File: src/rtl/cache_pkg.sv
// cache_pkg: line geometry, AHB-Lite encodings and line-fill FSM states shared by the fill engine
package cache_pkg;
   localparam int CACHE_LINE = 128;
   localparam int BEATS      = CACHE_LINE / 32;
   localparam logic [1:0] HTRANS_IDLE   = 2'b00;
   localparam logic [1:0] HTRANS_NONSEQ = 2'b10;
   localparam logic [1:0] HTRANS_SEQ    = 2'b11;
   localparam logic [2:0] HBURST_SINGLE = 3'b000;
   localparam logic [2:0] HBURST_INCR4  = 3'b011;
   localparam logic [2:0] HSIZE_WORD    = 3'b010;
   localparam logic       HRESP_OKAY    = 1'b0;
   localparam logic       HRESP_ERROR   = 1'b1;
   typedef enum logic [2:0] {IDLE, ADDR, BURST, ERR, DONE} fill_state_t;
endpackage

File: src/rtl/ahb_line_fill.sv
// ahb_line_fill: AHB-Lite read master fetching one cache line as a pipelined INCR4 word burst
//   clk, rst           : clock, asynchronous active-low reset
//   mem_addr, mem_req  : line request from the cache; address latched only in IDLE
//   mem_data_out       : assembled line; a word changes only when its data beat is captured
//   mem_ready, mem_err : one-cycle completion pulse; mem_err marks a fill ended by AHB ERROR
//   HADDR..HWRITE      : AHB-Lite master address/control outputs (read-only master)
//   HRDATA/HREADY/HRESP: AHB-Lite slave response inputs
module ahb_line_fill #(
   parameter int CACHE_LINE = cache_pkg::CACHE_LINE
) (
   input  logic                  clk,
   input  logic                  rst,
   input  logic [31:0]           mem_addr,
   input  logic                  mem_req,
   output logic [CACHE_LINE-1:0] mem_data_out,
   output logic                  mem_ready,
   output logic                  mem_err,
   output logic [31:0]           HADDR,
   output logic [1:0]            HTRANS,
   output logic [2:0]            HBURST,
   output logic [2:0]            HSIZE,
   output logic                  HWRITE,
   input  logic [31:0]           HRDATA,
   input  logic                  HREADY,
   input  logic                  HRESP
);
   import cache_pkg::*;
   fill_state_t state, state_nxt;
   logic [31:0] base;
   logic [2:0]  addr_cnt, data_cnt;
   logic        err_q, addr_act, pend, capture, unused;
   assign unused = ^mem_addr[3:0];
   // an address phase is live in ADDR and for the SEQ beats until all four are accepted
   assign addr_act = state == ADDR || (state == BURST && addr_cnt < 3'(BEATS));
   // every accepted address owes exactly one data phase
   assign pend     = data_cnt < addr_cnt;
   assign capture  = state == BURST && HREADY && pend;
   always_comb begin
      state_nxt = state;
      case (state)
         IDLE:    state_nxt = mem_req ? ADDR : IDLE;
         ADDR:    state_nxt = HREADY ? BURST : ADDR;
         // first ERROR cycle (HREADY low) abandons the remaining beats
         BURST:   state_nxt = (pend && !HREADY && HRESP == HRESP_ERROR) ? ERR :
                              (capture && data_cnt == 3'(BEATS - 1)) ? DONE : BURST;
         ERR:     state_nxt = HREADY ? DONE : ERR;
         DONE:    state_nxt = IDLE;
         default: state_nxt = IDLE;
      endcase
      HTRANS    = state == ADDR ? HTRANS_NONSEQ : addr_act ? HTRANS_SEQ : HTRANS_IDLE;
      HADDR     = addr_act ? {base[31:4], addr_cnt[1:0], 2'b00} : 32'h0;
      HBURST    = addr_act ? HBURST_INCR4 : HBURST_SINGLE;
      HSIZE     = HSIZE_WORD;
      HWRITE    = 1'b0;
      mem_ready = state == DONE;
      mem_err   = state == DONE && err_q;
   end
   always_ff @(posedge clk or negedge rst) begin
      if (!rst) begin
         state        <= IDLE;
         base         <= '0;
         addr_cnt     <= '0;
         data_cnt     <= '0;
         err_q        <= 1'b0;
         mem_data_out <= '0;
      end else begin
         state <= state_nxt;
         if (state == IDLE && mem_req) begin
            base     <= {mem_addr[31:4], 4'b0000};
            addr_cnt <= '0;
            data_cnt <= '0;
         end
         if (addr_act && HREADY) addr_cnt <= addr_cnt + 3'd1;
         if (capture) begin
            mem_data_out[{data_cnt[1:0], 5'b00000} +: 32] <= HRDATA;
            data_cnt <= data_cnt + 3'd1;
         end
         if (state_nxt == DONE) err_q <= state == ERR;
      end
   end
endmodule

File: config.mk
export PLATFORM = sky130hd
export DESIGN_NAME = ahb_line_fill
export DESIGN_NICKNAME = d
export VERILOG_FILES = /design/src/rtl/cache_pkg.sv /design/src/rtl/ahb_line_fill.sv
export SDC_FILE = /design/constraint.sdc
export NUM_CORES = 1
export LEC_CHECK = 0
export CAP_MARGIN = 20
export CORE_MARGIN = 4
export CORE_UTILIZATION = 43
export DETAILED_ROUTE_END_ITERATION = 10
export PLACE_DENSITY = 0.78
export SYNTH_ARGS = -nofsm -noshare
export SYNTH_HDL_FRONTEND = slang
export SYNTH_SLANG_ARGS = --single-unit
File: constraint.sdc
create_clock -name clk -period 2.2 [get_ports clk]
set_input_delay 0.55 -clock clk [delete_from_list [all_inputs] [get_ports clk]]
set_output_delay 0.55 -clock clk [all_outputs]
set_load 0.05 [all_outputs]
==> summary.txt <==
Run status
  – Status: complete, but fails checks
  – Failing checks: setup timing

Setup path
  – RR Endpoint: mem_data_out[51]
  – Setup crit end kind: primary output
  – Crit path max-delay family: simple AND/OR/NAND/NOR gates
  – WP buf/inv: 2
  – Worst R2R Path Depth: 7
  – Worst setup path end: HADDR[24]
  – Crit Path Class: register to primary output
  – Cell count along the critical path: 5
  – Max Fanout on Critical Path: 9
  – Cells along the critical path: or3b_4 > o22ai_4 > buf_6 > and2_4 > buf_12
  – Max incr delay on CP: around 0.44 ns
  – Crit path launch: state[0]
  – Worst path slowest cell: or3b_4
  – Reg-to-reg critical path startpoint: state[0]
  – R2R setup slack: 0.07 ns
  – Required time worst endpoint: around 1.7 ns
  – CP Launch Type: register
  – CP arrival: 1.93 ns

Clock tree
  – Clk slew on worst S/H paths: around 0.070 ns
  – Longest Clk Path Bufs: 2
  – CTS tree: yes
  – Root buffer cell: clkbuf_16
  – CTS Buf Count: 17
  – Clock Latency Late Sink: 0.42 ns
  – H-tree lvl count: 4
  – CTS sink cnt: around 170
  – Hold buffers post-CTS: 0

Timing
  – Final hold viol count: 0
  – Tightest Pin Transition: around 0.63 ns
  – Tmin final: around 2.5 ns
  – Fmax: between 400 and 500 MHz
  – RSZ-0062 raised after global routing: true
  – Final Max Slew Viols: 0
  – # setup viols final: 34
  – Final setup margin: -0.285 ns
  – Setup Skew: 0.00982 ns
  – Final TNS setup: -8.73 ns
  – Worst slew margin relative to its limit: 58.1%
  – Final period utilization: 113%

Placed design
  – GP Congestion: between 0.7 and 0.8
  – Placed cells: about 1200
  – PortBufs: 228
  – Pre-CTS setup slack: approximately 0.069 ns
  – DP Wirelength: approximately 14000 um

Final layout
  – Nets@finish: between 1000 and 1500
  – Antenna diodes: 0
  – Multi-input logic area: between 0.002 and 0.003 mm^2
  – Area Overhead vs Synth: 49.3%
  – Layout Cells excl Fill: between 1000 and 1500
  – Fillers: between 1000 and 1500
  – Final Util: between 60% and 70%
  – Seq. cell area: between 0.004 and 0.005 mm^2
  – Layout cells sized above 1: between 10% and 20%

Floorplanning
  – Height of the die: roughly 140 um
  – Core Footprint: roughly 0.017 mm^2
  – Die width: ~140 um
  – Die area: between 0.02 and 0.025 mm^2
  – Initial core utilization: between 40% and 50%
  – Num ports: 240
  – Site row count: between 40 and 50

Synthesis
  – Most frequent cells after synthesis: 218 x nand2_1, 166 x dfrtp_1, 134 x inv_1, 132 x mux2i_1, 31 x and2_1
  – Primary FF master, synth: dfrtp_1
  – Post-Syn Instances: roughly 780
  – Syn avg cell area: 9.96 um^2
  – Post-synth top area share: between 50% and 60%
  – Synth area leader: dfrtp_1
  – Synth top area cells: dfrtp_1 54%, mux2i_1 17%, nand2_1 11%
  – Number of flops mapped to enable cells by yosys: 0
  – Post-synthesis sequential area ratio: 53.8%
  – Synth unique cells: 33
  – Count leader, synth: nand2_1
  – Async SR Flop Fraction: 100%
  – Ys Warns: 0
  – Syn Std Cell Area: between 0.007 and 0.008 mm^2
  – FF+latch count, synth: 166

Run
  – Max cap viols: 0

Routing
  – Detailed-route DRC error count: 0
  – First DRT Iteration DRCs: approximately 340
  – Pre-antenna DRT Iters: 5
  – Via-to-Cell Ratio: 4.69
  – DR WL/cell: roughly 16 um
  – Via count: 5886
  – Post-route ant nets: 0
  – Post-Route WL: slightly above 20000 um

Global routing
  – Antenna violations before repair: 0
  – Global-route wire length before repair: around 33000 um
  – Largest net degree at the start of global routing: between 40 and 50
  – GR Util All Layers: about 21%
  – Vias in the first global route: a little over 6000
  – Grt ovf: 0

Min path
  – Worst min path class: primary input to async pin
==> area by class of cell <==
type	instances	share of cell area (%)
multi-input cells	435	25.5
inverters	134	4.36
flip-flops and latches	166	36.0
clock buffers	20	3.87
clock inverters	12	1.04
well taps	225	2.44
repair buffers	263	26.7
==> how the worst min path moves through the flow <==
stage,startpoint,endpoint,depth (start not counted)
after floorplan,rst,addr_cnt[0],0
after global placement,base[31],base[31],2
after detailed placement,base[19],base[19],2
after CTS,rst,mem_data_out[119],1
after global routing,rst,mem_data_out[119],1
final,rst,mem_data_out[55],1
==> layer usage <==
metal	track usage (%)	wire, um	up-vias
met5	0	0	-
met2	34.8	10300	174
met4	4.44	194	0
li1	-	-	2837
met1	26.2	8680	2859
met3	6.69	1410	16
==> layout by cell type (no fill, tap or decap), types with 2 or more instances in the layout <==
| cell | n |
|---|---|
| nor2_4 | 2 |
| o22ai_4 | 2 |
| buf_12 | 43 |
| nor2_1 | 2 |
| inv_6 | 5 |
| nor3b_2 | 2 |
| nor2b_1 | 2 |
| mux2i_1 | 132 |
| a21oi_1 | 2 |
| dfrtp_1 | 166 |
| a31oi_1 | 2 |
| nand2_1 | 218 |
| buf_6 | 6 |
| clkinvlp_4 | 5 |
| buf_4 | 24 |
| conb_1 | 7 |
| clkdlybuf4s50_1 | 163 |
| nand2b_1 | 2 |
| clkbuf_1 | 2 |
| nand3_1 | 2 |
| dlymetal6s2s_1 | 26 |
| inv_1 | 134 |
| clkbuf_16 | 17 |
| and2_4 | 31 |
| ha_1 | 9 |
| nand3_4 | 4 |
==> state kept, by name (all words and copies together) (netlist names) <==
| name | flops |
|---|---|
| base | 28 |
| addr_cnt | 3 |
| mem_data_out | 128 |
| state | 3 |
| data_cnt | 3 |
| err_q | 1 |
==> metrics by stage <==
stage               hold WS, ns  instance area [um^2]
CTS                      0.0580                 11500
detailed placement        0.463                 10800
global placement          0.452                 10800
global route             0.0632                 11500
finish                   0.0569                 11500
floorplan                 0.254                  7820
==> cell families (layout without fill, tap and decap cells) <==
kind of cell / count (synthesis) / in the layout / synth area share, %
compound gates: 11 / 11 / 1.18
other cells: 2 / 7 / 0.0973
xor+xnor: 1 / 1 / 0.113
mux: 134 / 134 / 17.4
fa+ha+maj: 9 / 9 / 1.46
buf+inv: 179 / 429 / 10.3
flops: 166 / 166 / 53.8
simple gates: 273 / 273 / 15.6
==> timing repair <==
action                     in CTS  in global routing
buffers inserted                4                  3
setup endpoints to repair      32                 76
pin swaps                       9                 18
gates cloned                    2                  0
gates resized for setup        13                 34
Power is left out: the tool's default activity adds up to more than one toggle a clock period on the data nets, which glitch-free logic cannot reach.
